<file path="src/rtl/fetch_pkg.sv">
// Shared definitions for the fetch stage: two-word opcodes, NOP encoding and FSM state type.
// The control unit imports the same opcode constants so both stages agree on instruction length.
package fetch_pkg;

    localparam logic [4:0]  OPC_LDM   = 5'b10100;
    localparam logic [4:0]  OPC_LDD   = 5'b10101;
    localparam logic [4:0]  OPC_STD   = 5'b10110;
    localparam logic [15:0] NOP_INSTR = 16'h0000;

    typedef enum logic [0:0] {
        FETCH = 1'b0,
        IMM   = 1'b1
    } fetch_state_e;

    function automatic logic is_two_word(input logic [4:0] opcode);
        return (opcode == OPC_LDM) || (opcode == OPC_LDD) || (opcode == OPC_STD);
    endfunction

endpackage

</file>
<file path="src/rtl/fetch_stage_if_id_buffer.sv">
// IF/ID pipeline register. Flush wins over hold so a redirect always clears the entry;
// pc_buf is left untouched by a flush because a bubble carries no return address.
module if_id_buffer
    import fetch_pkg::*;
#(
    parameter int unsigned ADDR_W = 16
) (
    input  logic              clk,
    input  logic              reset,
    input  logic              hold,
    input  logic              flush,
    input  logic [15:0]       in_instr,
    input  logic [15:0]       in_imm,
    input  logic [ADDR_W-1:0] in_pc,
    output logic [15:0]       instruction,
    output logic [15:0]       imm,
    output logic [ADDR_W-1:0] pc_buf,
    output logic              valid_buf
);

    logic [15:0]       instr_q,  instr_d;
    logic [15:0]       imm_q,    imm_d;
    logic [ADDR_W-1:0] pc_buf_q, pc_buf_d;
    logic              valid_q,  valid_d;

    always_comb begin
        instr_d  = instr_q;
        imm_d    = imm_q;
        pc_buf_d = pc_buf_q;
        valid_d  = valid_q;
        if (flush) begin
            instr_d = NOP_INSTR;
            imm_d   = 16'h0000;
            valid_d = 1'b0;
        end else if (!hold) begin
            instr_d  = in_instr;
            imm_d    = in_imm;
            pc_buf_d = in_pc;
            valid_d  = 1'b1;
        end
    end

    always_ff @(posedge clk) begin
        if (reset) begin
            instr_q  <= NOP_INSTR;
            imm_q    <= 16'h0000;
            pc_buf_q <= '0;
            valid_q  <= 1'b0;
        end else begin
            instr_q  <= instr_d;
            imm_q    <= imm_d;
            pc_buf_q <= pc_buf_d;
            valid_q  <= valid_d;
        end
    end

    assign instruction = instr_q;
    assign imm         = imm_q;
    assign pc_buf      = pc_buf_q;
    assign valid_buf   = valid_q;

endmodule

</file>
<file path="src/rtl/fetch_stage.sv">
// Instruction fetch: owns the PC, assembles two-word instructions in a FETCH/IMM FSM
// and feeds the IF/ID buffer. Priority per edge: reset > jump > stall > normal.
module fetch_stage
    import fetch_pkg::*;
#(
    parameter int unsigned       ADDR_W   = 16,
    parameter logic [ADDR_W-1:0] RESET_PC = '0
) (
    input  logic              clk,
    input  logic              reset,
    input  logic              stall,
    input  logic              jump_occured,
    input  logic [ADDR_W-1:0] jump_target,
    output logic [ADDR_W-1:0] imem_addr,
    input  logic [15:0]       imem_data,
    output logic [15:0]       instruction,
    output logic [15:0]       imm,
    output logic [ADDR_W-1:0] pc_buf,
    output logic              valid_buf
);

    localparam logic [ADDR_W-1:0] PC_ONE = {{(ADDR_W-1){1'b0}}, 1'b1};

    logic [ADDR_W-1:0] pc_q, pc_d;
    fetch_state_e      state_q, state_d;
    logic [15:0]       hold_word_q, hold_word_d;

    logic [ADDR_W-1:0] pc_inc;
    logic              two_word;
    logic              bubble;
    logic              buf_flush;
    logic [15:0]       buf_instr;
    logic [15:0]       buf_imm;

    assign pc_inc   = pc_q + PC_ONE;
    assign two_word = is_two_word(imem_data[15:11]);

    // First word of a two-word instruction sends a bubble downstream while the immediate is fetched.
    assign bubble    = !jump_occured && !stall && (state_q == FETCH) && two_word;
    assign buf_flush = jump_occured || bubble;
    assign buf_instr = (state_q == IMM) ? hold_word_q : imem_data;
    assign buf_imm   = (state_q == IMM) ? imem_data   : 16'h0000;

    always_comb begin
        pc_d        = pc_q;
        state_d     = state_q;
        hold_word_d = hold_word_q;
        if (jump_occured) begin
            pc_d    = jump_target;
            state_d = FETCH;
        end else if (!stall) begin
            pc_d = pc_inc;
            case (state_q)
                FETCH: begin
                    if (two_word) begin
                        hold_word_d = imem_data;
                        state_d     = IMM;
                    end
                end
                IMM:     state_d = FETCH;
                default: state_d = FETCH;
            endcase
        end
    end

    always_ff @(posedge clk) begin
        if (reset) begin
            pc_q        <= RESET_PC;
            state_q     <= FETCH;
            hold_word_q <= 16'h0000;
        end else begin
            pc_q        <= pc_d;
            state_q     <= state_d;
            hold_word_q <= hold_word_d;
        end
    end

    assign imem_addr = pc_q;

    if_id_buffer #(
        .ADDR_W (ADDR_W)
    ) u_if_id (
        .clk         (clk),
        .reset       (reset),
        .hold        (stall),
        .flush       (buf_flush),
        .in_instr    (buf_instr),
        .in_imm      (buf_imm),
        .in_pc       (pc_inc),
        .instruction (instruction),
        .imm         (imm),
        .pc_buf      (pc_buf),
        .valid_buf   (valid_buf)
    );

endmodule

</file>
<file path="config.mk">
export PLATFORM = sky130hd
export DESIGN_NAME = fetch_stage
export DESIGN_NICKNAME = d
export VERILOG_FILES = /design/src/rtl/fetch_pkg.sv /design/src/rtl/fetch_stage_if_id_buffer.sv /design/src/rtl/fetch_stage.sv
export SDC_FILE = /design/constraint.sdc
export NUM_CORES = 1
export LEC_CHECK = 0
export ABC_CLOCK_PERIOD_IN_PS = 2600
export CAP_MARGIN = 20
export CORE_ASPECT_RATIO = 0.5
export CORE_MARGIN = 2
export CORE_UTILIZATION = 30
export DETAILED_ROUTE_END_ITERATION = 10
export PLACE_DENSITY = 0.54
export SYNTH_ARGS = -nofsm -noshare
export SYNTH_HDL_FRONTEND = slang
export SYNTH_SLANG_ARGS = --single-unit
</file>
<file path="constraint.sdc">
create_clock -name clk -period 2.6 [get_ports clk]
set_input_delay 0.78 -clock clk [delete_from_list [all_inputs] [get_ports clk]]
set_output_delay 0.78 -clock clk [all_outputs]
set_load 0.02 [all_outputs]
</file>
* Word-level counts from Yosys, hierarchy flattened *
Index checks and enable logic that the tools add are counted.
Widths: inputs -> output; s select.

cells by class
  add/subtract/negate cells = 1
  equal/unequal tests = 4
  muxes and demuxes = 6
  bitwise operators = 4
  reductions and logical operators = 12

operators with widths
  operator               count
  $mux 16                4
  $add 16x1->16 const B  1
  $eq 5x5->1 const B     3
  $not 1->1              4
  $reduce_and 4->1       1
  $reduce_or 2->1        2
  $logic_and 1x1->1      3
  $logic_or 1x1->1       3
  $logic_not 1->1        2
  $ne 2x1->1 const B     1
  $pmux 1 s2             1
  $reduce_and 2->1       1
  $mux 1                 1

storage, ports and cells
  register bits = 82
  bits of input ports = 36
  output and inout port bits = 65
  logic and storage cells = 34

* Logic depth before layout (Yosys ltp) *
  depth in word-level cells = 7
  gate-level depth with buffers = 6
  depth with buffers taken out = 5

* Modules after synthesis *
Synthesis repeated with hierarchy kept, for this count alone.

unflattened totals
  cell total of the unflattened synthesis = 413
  area total of the unflattened synthesis = 3968.8 um^2

by module, submodules not included
  module        instances  cells an instance  area an instance (um^2)  seq. area each (um^2)
  fetch_stage   1          233                2103.3                   660.6
  if_id_buffer  1          180                1865.5                   980.9

* Worst setup path after synthesis *
Ideal clock, no wire load.

  kind = input -> register
  start = in imem_data[13]
  end = reg hold_word_q[6]
  library setup time = 128 ps
  arrival = 2036 ps
  data required time = 2472 ps
  setup slack = 436 ps
  stages = 5
  path buffers = 1
  cell sequence = nor4bb_1 -> nand3_1 -> clkbuf_1 -> mux2i_1 -> nor2_1

between the ends
  longest elaborated chain between the ends = 4
  elaborated cells on any way between the ends = 6
  classes of those cells = 3 x eq/ne; 3 x reduce/logical

ends and longest elaborated chain
  item                                 RTL line           source
  start: declaration                   fetch_stage.sv:15  input logic [15:0] imem_data,
  $eq 5x5->1                           fetch_pkg.sv:16    return (opcode == OPC_LDM) || (opcode == OPC_LDD) || (opcode == OPC_STD);
  $logic_or 1x1->1                     fetch_pkg.sv:16
  $logic_or 1x1->1 *                   fetch_pkg.sv:16
  $reduce_and 4->1 (no source line) *  n/a
  end signal: assignment               fetch_stage.sv:74  hold_word_q <= hold_word_d;
  end: declaration                     fetch_stage.sv:26  logic [15:0] hold_word_q, hold_word_d;

Mark *: on every way between the ends. The rest lies on a longest branch, timed or not.
A chain may end at the register's enable or synchronous reset.

* Final worst setup path *
  start = reg pc_q[7], in the netlist imem_addr[7]
  end = out imem_addr[7]

RTL lines
  item                      RTL line           source
  start: declaration        fetch_stage.sv:24  logic [ADDR_W-1:0] pc_q, pc_d;
  start signal: assignment  fetch_stage.sv:72  pc_q <= pc_d;
  end: declaration          fetch_stage.sv:14  output logic [ADDR_W-1:0] imem_addr,

No word-level cell between the ends.

==> metrics.md <==
| Metric | Value |
|---|---|
| Die W | 159 um |
| Via Count | 3161 |
| Synth cell types | 39 |
| Core Area | 11800 um^2 |
| Syn avg cell area | 8.45 um^2 |
| Clk_skew | 0.00596 ns |
| RSZ-0062 raised after global routing | no |
| Final setup violating endpoints | 0 |
| Mapped cell area | 3600 um^2 |
| Comb pwr share | 0.132 |
| CP max stage cell | clkdlybuf4s50_1 |
| Final period utilization | 0.896 |
| Leak | 1.89 nW |
| CTS tree | yes |
| Share of the synthesized area in the top cell type | 0.456 |
| Drt first pass iters | 4 |
| Cts hold-fix bufs | 0 |
| Num CTS Buffers | 9 |
| Final Max Tran Viols | 0 |
| Worst r2r dst | u_if_id.pc_buf[15] |
| Clk pwr share | 0.408 |
| GR Util All Layers | 0.145 |
| Starting density of the core | 0.306 |
| Final hold vios | 0 |
| Number of flops mapped to enable cells by yosys | 0 |
| Cells after Synth | 426 |
| Cell-internal power | 2.20 mW |
| Vias per cell | 4.58 |
| Final std cells w/o fill | 690 |
| H-Tree Depth | 3 |
| Root buffer selected by CTS | clkbuf_16 |
| Drt total wl | 9.15 mm |
| Worst-Margin Slew | 0.499 ns |
| Routability cong. | 0.780 |
| CP cell instances | clkdlybuf4s50_1 |
| Synth Flop Type | dfxtp_1 |
| Worst hold path type | flip-flop to flip-flop |
| CP top delay family | buffers and inverters |
| ANT nets after route | 0 |
| Tmin final | 2.33 ns |
| Peak supply drop | 327 uV |
| Top cells by area, synth | dfxtp_1, nor2_1, mux2i_1 |
| Clock sink total | 82 |
| Largest net degree at the start of global routing | 48 |
| Flop2flop setup slack | 0.56 ns |
| Die ar. | 12900 um^2 |
| Hpwl dp | 6.45 mm |
| Warnings, synthesis | 0 |
| Inst Count DP | 674 |
| Chip Height | 81.5 um |
| CP Data Required Time | 1.82 ns |
| Net Sw Power | 0.745 mW |
| Resized cells post-CTS | 0 |
| Flops & latches, synth | 82 |
| Share of post-route cells with drive strength above 1 | 0.0629 |
| Synth cell count leaders | nor2_1, dfxtp_1, a21oi_1 |
| Clk_lat worst skew | 0.34 ns |
| FP Rows | 28 |
| Grt ovf | 0 |
| CP Buf/Inv Count | 1 |
| Post-CTS Setup Repair Bufs | 0 |
| Syn nets | 463 |
| Fmax achieved | 0.429 GHz |
| Nets@finish | 557 |
| I/O pin cnt | 101 |
| Worst R2R Start | imem_addr[7] |
| Top-count cell post-synth | nor2_1 |
| Crit path capture | imem_addr[7] |
| Status | completed |
| Setup TNS | 0 ns |
| Clock buffer depth | 2 |
| Max cap viols | 0 |
| Drt drc | 0 |
| Synth area leader | dfxtp_1 |
| WP depth | 1 |
| Post-synthesis async set-or-reset flop share | 0 |
| PwrDens | 579 nW/um^2 |
| Critical path type | flip-flop to primary output |
| Final Hold Slack | 0.445 ns |
| DR WL/cell | 13.3 um |
| Worst EP arrival | 1.55 ns |
| Crit path max fanout | 7 |
| Initial DRC count | 154 |
| Vias in the first global route | 2919 |
| Slew headroom | 0.666 |
| Setup crit end kind | primary output |
| Initial antenna violation count | 0 |
| Area growth, synth to finish | 41.2% |
| First-pass GRT wire length | 14.8 mm |
| Sequential Power Share | 0.460 |
| Max incr delay on CP | 0.68 ns |
| Critical path startpoint category | flip-flop |
| CP startpoint | imem_addr[7] |
| Register-to-Register Path Depth | 4 |
| Sw Ratio | 0.253 |
| I/O Buffers | 100 |
| CTS clk-pin slew, worst paths | 0.06 ns |
| Post-synthesis sequential area ratio | 0.456 |
| Antenna cell count | 0 |
## power groups by stage
stage	clock, mW	sequential [mW]	combinational (mW)
final	1.20	1.35	0.390
after global routing	1.29	1.36	0.427
after floorplan	0	1.42	0.162
after detailed placement	0	1.38	0.394
after CTS	1.24	1.35	0.396
after global placement	0	1.38	0.393
## layout make-up
cell class	instances	area, um^2
Timing Repair Buffer	113	1110
Clock inverter	3	23.8
Inverter	17	63.8
Clock buffer	13	260
Multi-Input combinational cell	297	1770
Sequential cell	82	1640
Tap cell	165	206
Fill cell	1226	6690
## flip-flops by register name, indices dropped and copies added (netlist names)
name / count
hold_word_q: 16
imem_addr: 16
u_if_id.instruction: 16
state_q: 1
u_if_id.imm: 16
u_if_id.pc_buf: 16
u_if_id.valid_buf: 1
## kinds of logic (layout without fill, tap and decap cells)
group	after synthesis	count (layout)	synth area share
flops	82	82	0.456
buf+inv	47	146	0.0535
mux	34	34	0.0945
compound gates	82	82	0.139
fa+ha+maj	1	1	0.00347
xor+xnor	25	25	0.0608
simple gates	155	155	0.192
## per-stage QoR
stage          power [mW]  cell area, um^2  worst slack [ns]   util
6_report             2.94             5080             0.271  0.432
5_1_grt              3.08             5080             0.226  0.432
4_1_cts              2.99             5080             0.252  0.432
3_5_place_dp         1.78             4800             0.202  0.408
3_3_place_gp         1.78             4800             0.237  0.408
2_1_floorplan        1.58             3600             0.436      -
## routing by layer
| metal | up-vias | part of all wire | track usage |
|---|---|---|---|
| met3 | 8 | 0.047 | 0.0460 |
| met2 | 57 | 0.45 | 0.243 |
| met4 | 0 | 0.011 | 0.0436 |
| met1 | 1451 | 0.49 | 0.182 |
| met5 | - | 0 | 0 |
| li1 | 1645 | - | - |
## cells in the final DEF, fill, tap and decap left out, drive strengths merged, types with 2 or more instances in the layout
| cell type | netlist | final |
|---|---|---|
| a311oi | 2 | 2 |
| inv | 17 | 17 |
| o31ai | 2 | 2 |
| mux2i | 34 | 34 |
| clkbuf | 20 | 13 |
| or4 | 3 | 3 |
| a22oi | 5 | 5 |
| o21ai | 3 | 3 |
| o21a | 11 | 11 |
| clkinvlp | 0 | 2 |
| nand4 | 5 | 5 |
| nor2 | 99 | 99 |
| buf | 10 | 15 |
| a211oi | 12 | 12 |
| a21oi | 44 | 44 |
| xor2 | 10 | 10 |
| or3 | 2 | 2 |
| nor4 | 5 | 5 |
| nand3 | 5 | 5 |
| dfxtp | 82 | 82 |
| nand4b | 2 | 2 |
| nor3 | 9 | 9 |
| xnor2 | 15 | 15 |
| clkdlybuf4s50 | 0 | 98 |
| nand2 | 19 | 19 |
## worst min-delay path by stage
stage | start | end | slack [ns] | cells after the start
after floorplan | hold_word_q[13] | hold_word_q[13] | 0.43 | 2
after global placement | hold_word_q[15] | hold_word_q[15] | 0.43 | 2
after detailed placement | hold_word_q[15] | hold_word_q[15] | 0.44 | 2
after CTS | hold_word_q[15] | hold_word_q[15] | 0.45 | 2
after global routing | hold_word_q[13] | hold_word_q[13] | 0.47 | 2
final | hold_word_q[15] | hold_word_q[15] | 0.45 | 2
No activity file was read; power rests on OpenSTA's default activity.
